--- src/rtl/spi_slave_mem_burst_if.sv ---
// SPI slave serial bus: select and MOSI from the master, read data and status back.
interface spi_slave_mem_burst_if;
  logic ss_n;
  logic MOSI;
  logic MISO;
  logic valid_MISO;
  logic sready;

  modport master (
    output ss_n,
    output MOSI,
    input  MISO,
    input  valid_MISO,
    input  sready
  );

  modport slave (
    input  ss_n,
    input  MOSI,
    output MISO,
    output valid_MISO,
    output sready
  );
endinterface

--- src/rtl/spi_slave_mem_burst.sv ---
// SPI slave with an integrated register file: pointer set, burst write, burst read.
// One MOSI/MISO bit per clk; dropping ss_n mid-frame discards any partial word.
module spi_slave_mem_burst #(
  parameter int ADDR_W   = 8,
  parameter int DATA_W   = 8,
  parameter int AUTO_INC = 1
) (
  input  logic                 clk,
  input  logic                 rst_n,
  spi_slave_mem_burst_if.slave spi
);

  localparam int MAX_W = (ADDR_W > DATA_W) ? ADDR_W : DATA_W;
  localparam int CNT_W = $clog2(MAX_W);
  localparam logic [ADDR_W-1:0] PTR_STEP = (AUTO_INC != 0) ? ADDR_W'(1) : '0;

  typedef enum logic [2:0] {
    IDLE, CMD, ADDR, WDATA, RD_WAIT, RDATA, DRAIN
  } state_t;

  state_t state, state_nxt;

  logic [DATA_W-1:0] mem [0:(1<<ADDR_W)-1];

  logic              cmd_hi;
  logic [CNT_W-1:0]  bit_cnt;
  logic [ADDR_W-2:0] addr_shift;
  logic [DATA_W-2:0] data_shift;
  logic [DATA_W-1:0] tx_shift;
  logic [ADDR_W-1:0] waddr;
  logic [ADDR_W-1:0] raddr;

  logic [ADDR_W-1:0] addr_word;
  logic [DATA_W-1:0] data_word;
  logic              addr_last;
  logic              data_last;
  logic              wr_en;

  // The word being completed includes the bit currently on MOSI.
  assign addr_word = {addr_shift, spi.MOSI};
  assign data_word = {data_shift, spi.MOSI};
  assign addr_last = (bit_cnt == CNT_W'(ADDR_W - 1));
  assign data_last = (bit_cnt == CNT_W'(DATA_W - 1));
  assign wr_en     = (state == WDATA) && !spi.ss_n && data_last;

  always_ff @(posedge clk or negedge rst_n) begin
    if (!rst_n) state <= IDLE;
    else        state <= state_nxt;
  end

  always_comb begin
    state_nxt = state;
    if (state == IDLE) begin
      if (!spi.ss_n) state_nxt = CMD;
    end else if (spi.ss_n) begin
      state_nxt = IDLE;
    end else begin
      case (state)
        CMD: begin
          case ({cmd_hi, spi.MOSI})
            2'b01:   state_nxt = WDATA;
            2'b11:   state_nxt = RD_WAIT;
            default: state_nxt = ADDR;
          endcase
        end
        ADDR:    if (addr_last) state_nxt = DRAIN;
        RD_WAIT: state_nxt = RDATA;
        default: state_nxt = state;
      endcase
    end
  end

  always_comb begin
    spi.sready     = 1'b0;
    spi.valid_MISO = 1'b0;
    spi.MISO       = 1'b0;
    case (state)
      IDLE:  spi.sready = 1'b1;
      RDATA: begin
        spi.valid_MISO = 1'b1;
        spi.MISO       = tx_shift[DATA_W-1];
      end
      default: ;
    endcase
  end

  always_ff @(posedge clk or negedge rst_n) begin
    if (!rst_n) begin
      cmd_hi     <= 1'b0;
      bit_cnt    <= '0;
      addr_shift <= '0;
      data_shift <= '0;
      tx_shift   <= '0;
      waddr      <= '0;
      raddr      <= '0;
    end else if (spi.ss_n) begin
      bit_cnt <= '0;
    end else begin
      case (state)
        IDLE: begin
          cmd_hi  <= spi.MOSI;
          bit_cnt <= '0;
        end
        ADDR: begin
          addr_shift <= addr_word[ADDR_W-2:0];
          if (addr_last) begin
            bit_cnt <= '0;
            if (cmd_hi) raddr <= addr_word;
            else        waddr <= addr_word;
          end else begin
            bit_cnt <= bit_cnt + CNT_W'(1);
          end
        end
        WDATA: begin
          data_shift <= data_word[DATA_W-2:0];
          if (data_last) begin
            bit_cnt <= '0;
            waddr   <= waddr + PTR_STEP;
          end else begin
            bit_cnt <= bit_cnt + CNT_W'(1);
          end
        end
        RD_WAIT: begin
          tx_shift <= mem[raddr];
          raddr    <= raddr + PTR_STEP;
          bit_cnt  <= '0;
        end
        RDATA: begin
          // Reload on the last bit so consecutive words stream without a gap.
          if (data_last) begin
            tx_shift <= mem[raddr];
            raddr    <= raddr + PTR_STEP;
            bit_cnt  <= '0;
          end else begin
            tx_shift <= {tx_shift[DATA_W-2:0], 1'b0};
            bit_cnt  <= bit_cnt + CNT_W'(1);
          end
        end
        default: ;
      endcase
    end
  end

  always_ff @(posedge clk) begin
    if (wr_en) mem[waddr] <= data_word;
  end

endmodule

--- src/flat_wrapper.sv ---
// flat-port wrapper written by rule: the top's interface ports become plain ports
module spi_slave_mem_burst_flat 
#(
  parameter int ADDR_W   = 8,
  parameter int DATA_W   = 8,
  parameter int AUTO_INC = 1
)
  (clk, rst_n, spi_ss_n, spi_MOSI, spi_MISO, spi_valid_MISO, spi_sready);
  spi_slave_mem_burst_if spi_i ();
  input  logic clk;
  input  logic rst_n;
  input wire logic [$bits(spi_i.ss_n)-1:0] spi_ss_n;
  input wire logic [$bits(spi_i.MOSI)-1:0] spi_MOSI;
  output wire logic [$bits(spi_i.MISO)-1:0] spi_MISO;
  output wire logic [$bits(spi_i.valid_MISO)-1:0] spi_valid_MISO;
  output wire logic [$bits(spi_i.sready)-1:0] spi_sready;
  assign spi_i.ss_n = spi_ss_n;
  assign spi_i.MOSI = spi_MOSI;
  assign spi_MISO = spi_i.MISO;
  assign spi_valid_MISO = spi_i.valid_MISO;
  assign spi_sready = spi_i.sready;
  spi_slave_mem_burst #(.ADDR_W(ADDR_W), .DATA_W(DATA_W), .AUTO_INC(AUTO_INC)) u_core (.clk(clk), .rst_n(rst_n), .spi(spi_i));
endmodule
--- config.mk ---
export PLATFORM = sky130hd
export DESIGN_NAME = spi_slave_mem_burst_flat
export DESIGN_NICKNAME = d
export VERILOG_FILES = /design/src/rtl/spi_slave_mem_burst_if.sv /design/src/rtl/spi_slave_mem_burst.sv /design/src/flat_wrapper.sv
export SDC_FILE = /design/constraint.sdc
export NUM_CORES = 2
export LEC_CHECK = 0
export ABC_AREA = 1
export ABC_CLOCK_PERIOD_IN_PS = 6000
export CELL_PAD_IN_SITES_DETAIL_PLACEMENT = 1
export CELL_PAD_IN_SITES_GLOBAL_PLACEMENT = 2
export CORE_MARGIN = 2
export CORE_UTILIZATION = 35
export CTS_BUF_LIST = sky130_fd_sc_hd__clkbuf_2
export DETAILED_ROUTE_END_ITERATION = 10
export PLACE_DENSITY = 0.7
export SLEW_MARGIN = 30
export SYNTH_ARGS = -nofsm -noshare
export SYNTH_HDL_FRONTEND = slang
export SYNTH_SLANG_ARGS = --single-unit
--- constraint.sdc ---
create_clock -name clk -period 6 [get_ports clk]
set_input_delay 0.9 -clock clk [delete_from_list [all_inputs] [get_ports clk]]
set_output_delay 0.9 -clock clk [all_outputs]
set_load 0.005 [all_outputs]
==> out/summary.txt <==
Worst-path clk slew -> 0.10 ns
CTS Buf Count -> 578
Worst-path maximum fanout -> 5
Dpl ws -> 1.21 ns
H-tree levels -> 6
Part of the power in the clock network -> 22.7%
Combinational share of power -> 35.0%
Synth unique cells -> 38
Top-count cell post-synth -> nand2_1
Routed vias -> 57953
Tot GR Track Use -> 22.2%
CP Launch Type -> register
Root Buffer -> clkbuf_2
Switching Share -> 42.8%
LEAKAGE -> 34.1 nW
Worst path bufs/invs -> 3
Setup violators final -> 0
DP HPWL -> 154000 um
Synth warn -> 0
Placed inst area -> 0.0885 mm^2
Max-cap viol count -> 0
Critical Path End Type -> output pin
# resized after CTS -> 0
CP max stage cell -> clkdlybuf4s50_1
Clk_skew -> 0.152 ns
Cell area power density -> 472 mW/mm^2
Worst path depth -> 5
Die footprint -> 0.247 mm^2
Arr. time, crit path -> 3.65 ns
DRT Wirelength -> 278000 um
Global-route wire length before repair -> 407000 um
Peak VDD IR -> 0.637 mV
Sequential element share of the synthesized area -> 73.6%
Seq cells post-synth -> 2093
Initial Utilization -> 35.3%
Total negative slack -> 0 ns
Worst Max-Slew Pin Slew -> 1.35 ns
Share of the synthesized area in the top cell type -> 72.3%
Post-CTS Setup Bufs -> 0
Post-synth EDFFs -> 2048
Drt drc -> 0
Top cells by count, synth -> nand2_1, edfxtp_1, nand3_1, nor2_1, clkbuf_1
Antenna Violating Nets Remaining -> 0
Area delta synth->final -> 9.88%
Ports -> 7
Critical Path Max Stage Delay -> 0.54 ns
Post-route cell area -> 0.0934 mm^2
Most used flip-flop cell after synthesis -> edfxtp_1
DRT iter0 DRCs -> 4748
Cell Chain, Critical Path -> inv_1, nor3_1, inv_1, nor2_1, clkdlybuf4s50_1
Fillers -> 26536
Mapped Nets -> 7435
Initial antenna violation count -> 13
Post-layout min period -> 4.55 ns
Die width -> 497 um
Critical path's most frequent cell -> inv_1
Die Y -> 497 um
FF-to-FF path depth -> 12
CTS tree -> built
Share of layout cells above drive strength 1 -> 12.4%
RSZ-0062 raised after global routing -> false
Dominant cell type by area after synthesis -> edfxtp_1
Top post-synthesis cells by area -> edfxtp_1, nand2_1, nand3_1
Status -> complete, no violations
GP Congestion -> 0.823
Worst hold path class -> input pin to async pin
Worst EP required -> 5.10 ns
DR pass1 iterations -> 5
Clock buffer depth -> 4
Internal power -> 25.2 mW
NetSw -> 18.9 mW
Worst hold margin -> 0.188 ns
Syn_area_per_cell -> 11.5 um^2
Crit-path leading delay family -> buffers and inverters
Sequential share of power -> 42.3%
Relative slew margins -> 9.68%
Grt ovf -> 0
Core area -> 0.241 mm^2
Final WS setup -> 1.45 ns
Syn Std Cell Area -> 0.0850 mm^2
Vias per cell -> 5.16
Largest net degree at the start of global routing -> 193
NumNets Final -> 7651
Gate count of the mapped netlist -> 7424
Maximum clock frequency -> 220 MHz
# port buffers -> 6
Ys async rst share -> 2.15%
Max-slew violations -> 0
Worst-Skew Late Latency -> 1.95 ns
Final hold violation count -> 0
Fin crit share -> 75.9%
Number of global-route vias before repair -> 60798
Sink Count -> 2093
Std-Cell Rows -> 180
Crit path kind -> register to output pin
WL per Instance -> 24.8 um
## cell usage in the layout (no fill, tap or decap), types with 4 or more instances in the layout
cell	Yosys	routed
nand2_1	2769	2760
edfxtp_1	2048	2048
nand3_1	1143	1133
clkbuf_2	0	817
nor2_1	365	362
a21oi_1	300	300
o21ai_0	117	117
clkinv_1	3	114
inv_1	64	60
buf_4	1	56
o22ai_1	33	33
dfrtp_1	45	32
buf_12	0	27
nor3_1	24	24
inv_2	7	19
clkinv_2	1	16
diode_2	0	15
dfrtp_4	0	12
nand3_2	0	8
o211ai_1	8	8
bufinv_16	0	8
a21boi_0	7	7
ha_1	7	7
dlygate4sd3_1	0	6
nand2_4	0	5
nor2_2	2	4
nand2_2	0	4
clkdlybuf4s50_1	0	4
## repair_timing
action                                  4_1_cts  5_1_grt
endpoints found under the setup margin        0        0
hold buffers                                  6        0
hold endpoints to repair                    314        0
## layer usage
metal  up-vias  wire length [um]  global-route usage, %  share of wire, %
met5         -                 0                      0                 0
met4         0              7410                   7.18               2.7
met3       420             14200                   3.44               5.1
met2      1618            133000                   36.3                48
met1     29328            124000                   30.2                45
li1      26587                 -                      -                 -
## stage by stage
step | std cells | util [%] | power, mW
final | 11225 | 38.8 | 44.1
after global routing | 11222 | 38.8 | 46.6
after CTS | 11210 | 38.8 | 44.6
after detailed placement | 10239 | 36.7 | 34.6
after global placement | 10239 | 36.7 | 34.5
after floorplan | 7424 | - | 27.8
## area by class of cell
class	instances	area (um^2)	share of cell area (%)
Inverter	75	325	0.348
Timing Repair Buffer	96	1090	1.17
Multi-Input combinational cell	4796	20400	21.9
Antenna cell	15	37.5	0.0402
Clock inverter	148	790	0.845
Tap cell	3185	3990	4.27
Sequential cell	2093	62700	67.1
Clock buffer	817	4090	4.38
## worst register-to-register path: stages (launching register included)
cell     delay [ns]
dfrtp_1        0.43
inv_2          0.06
nor2_2         0.16
inv_2          0.09
nor2_4         0.21
inv_2          0.20
nor2_8         0.17
inv_2          0.11
nor2_4         0.23
inv_2          0.13
nor3_2         0.53
nand2_1        0.74
nor2_1         0.78
## registers in the layout, summed over array words and instances (netlist names)
signal / flops
u_core.addr_shift: 7
u_core.bit_cnt: 3
u_core.cmd_hi: 1
u_core.data_shift: 7
u_core.mem: 2048
u_core.raddr: 8
u_core.state: 3
u_core.tx_shift: 8
u_core.waddr: 8
## cell families after synthesis
family                   after synthesis  synth area share [%]
buffers and inverters                535                  2.46
AO/OA/AOI/OAI                        475                  2.92
flip-flops                          2093                  73.6
adder cells (fa/ha/maj)                7                 0.103
XOR/XNOR                               3                0.0309
AND/OR/NAND/NOR                     4311                  20.8
## power by group through the flow
stage               clock network (mW)  registers, mW  logic (mW)
finish                            10.0           18.7        15.4
floorplan                            0           19.3        8.47
detailed placement                   0           19.0        15.5
global placement                     0           19.0        15.5
CTS                               10.3           18.7        15.6
global route                      11.0           18.7        16.9
## worst paths after layout
path / start / endpoint / slack (ns)
min in group clk: u_core.addr_shift[0] / u_core.addr_shift[1] / 0.48
hold / removal: rst_n / u_core.waddr[3] / 0.19
setup reg to reg: u_core.state[1] / u_core.mem[192][4] / 1.77
max in group asynchronous: rst_n / u_core.data_shift[0] / 5.22
setup / recovery: u_core.state[0] / spi_MISO / 1.45
hold reg to reg: u_core.addr_shift[0] / u_core.addr_shift[1] / 0.48
Note: power is estimated with default switching activity, not from simulation.
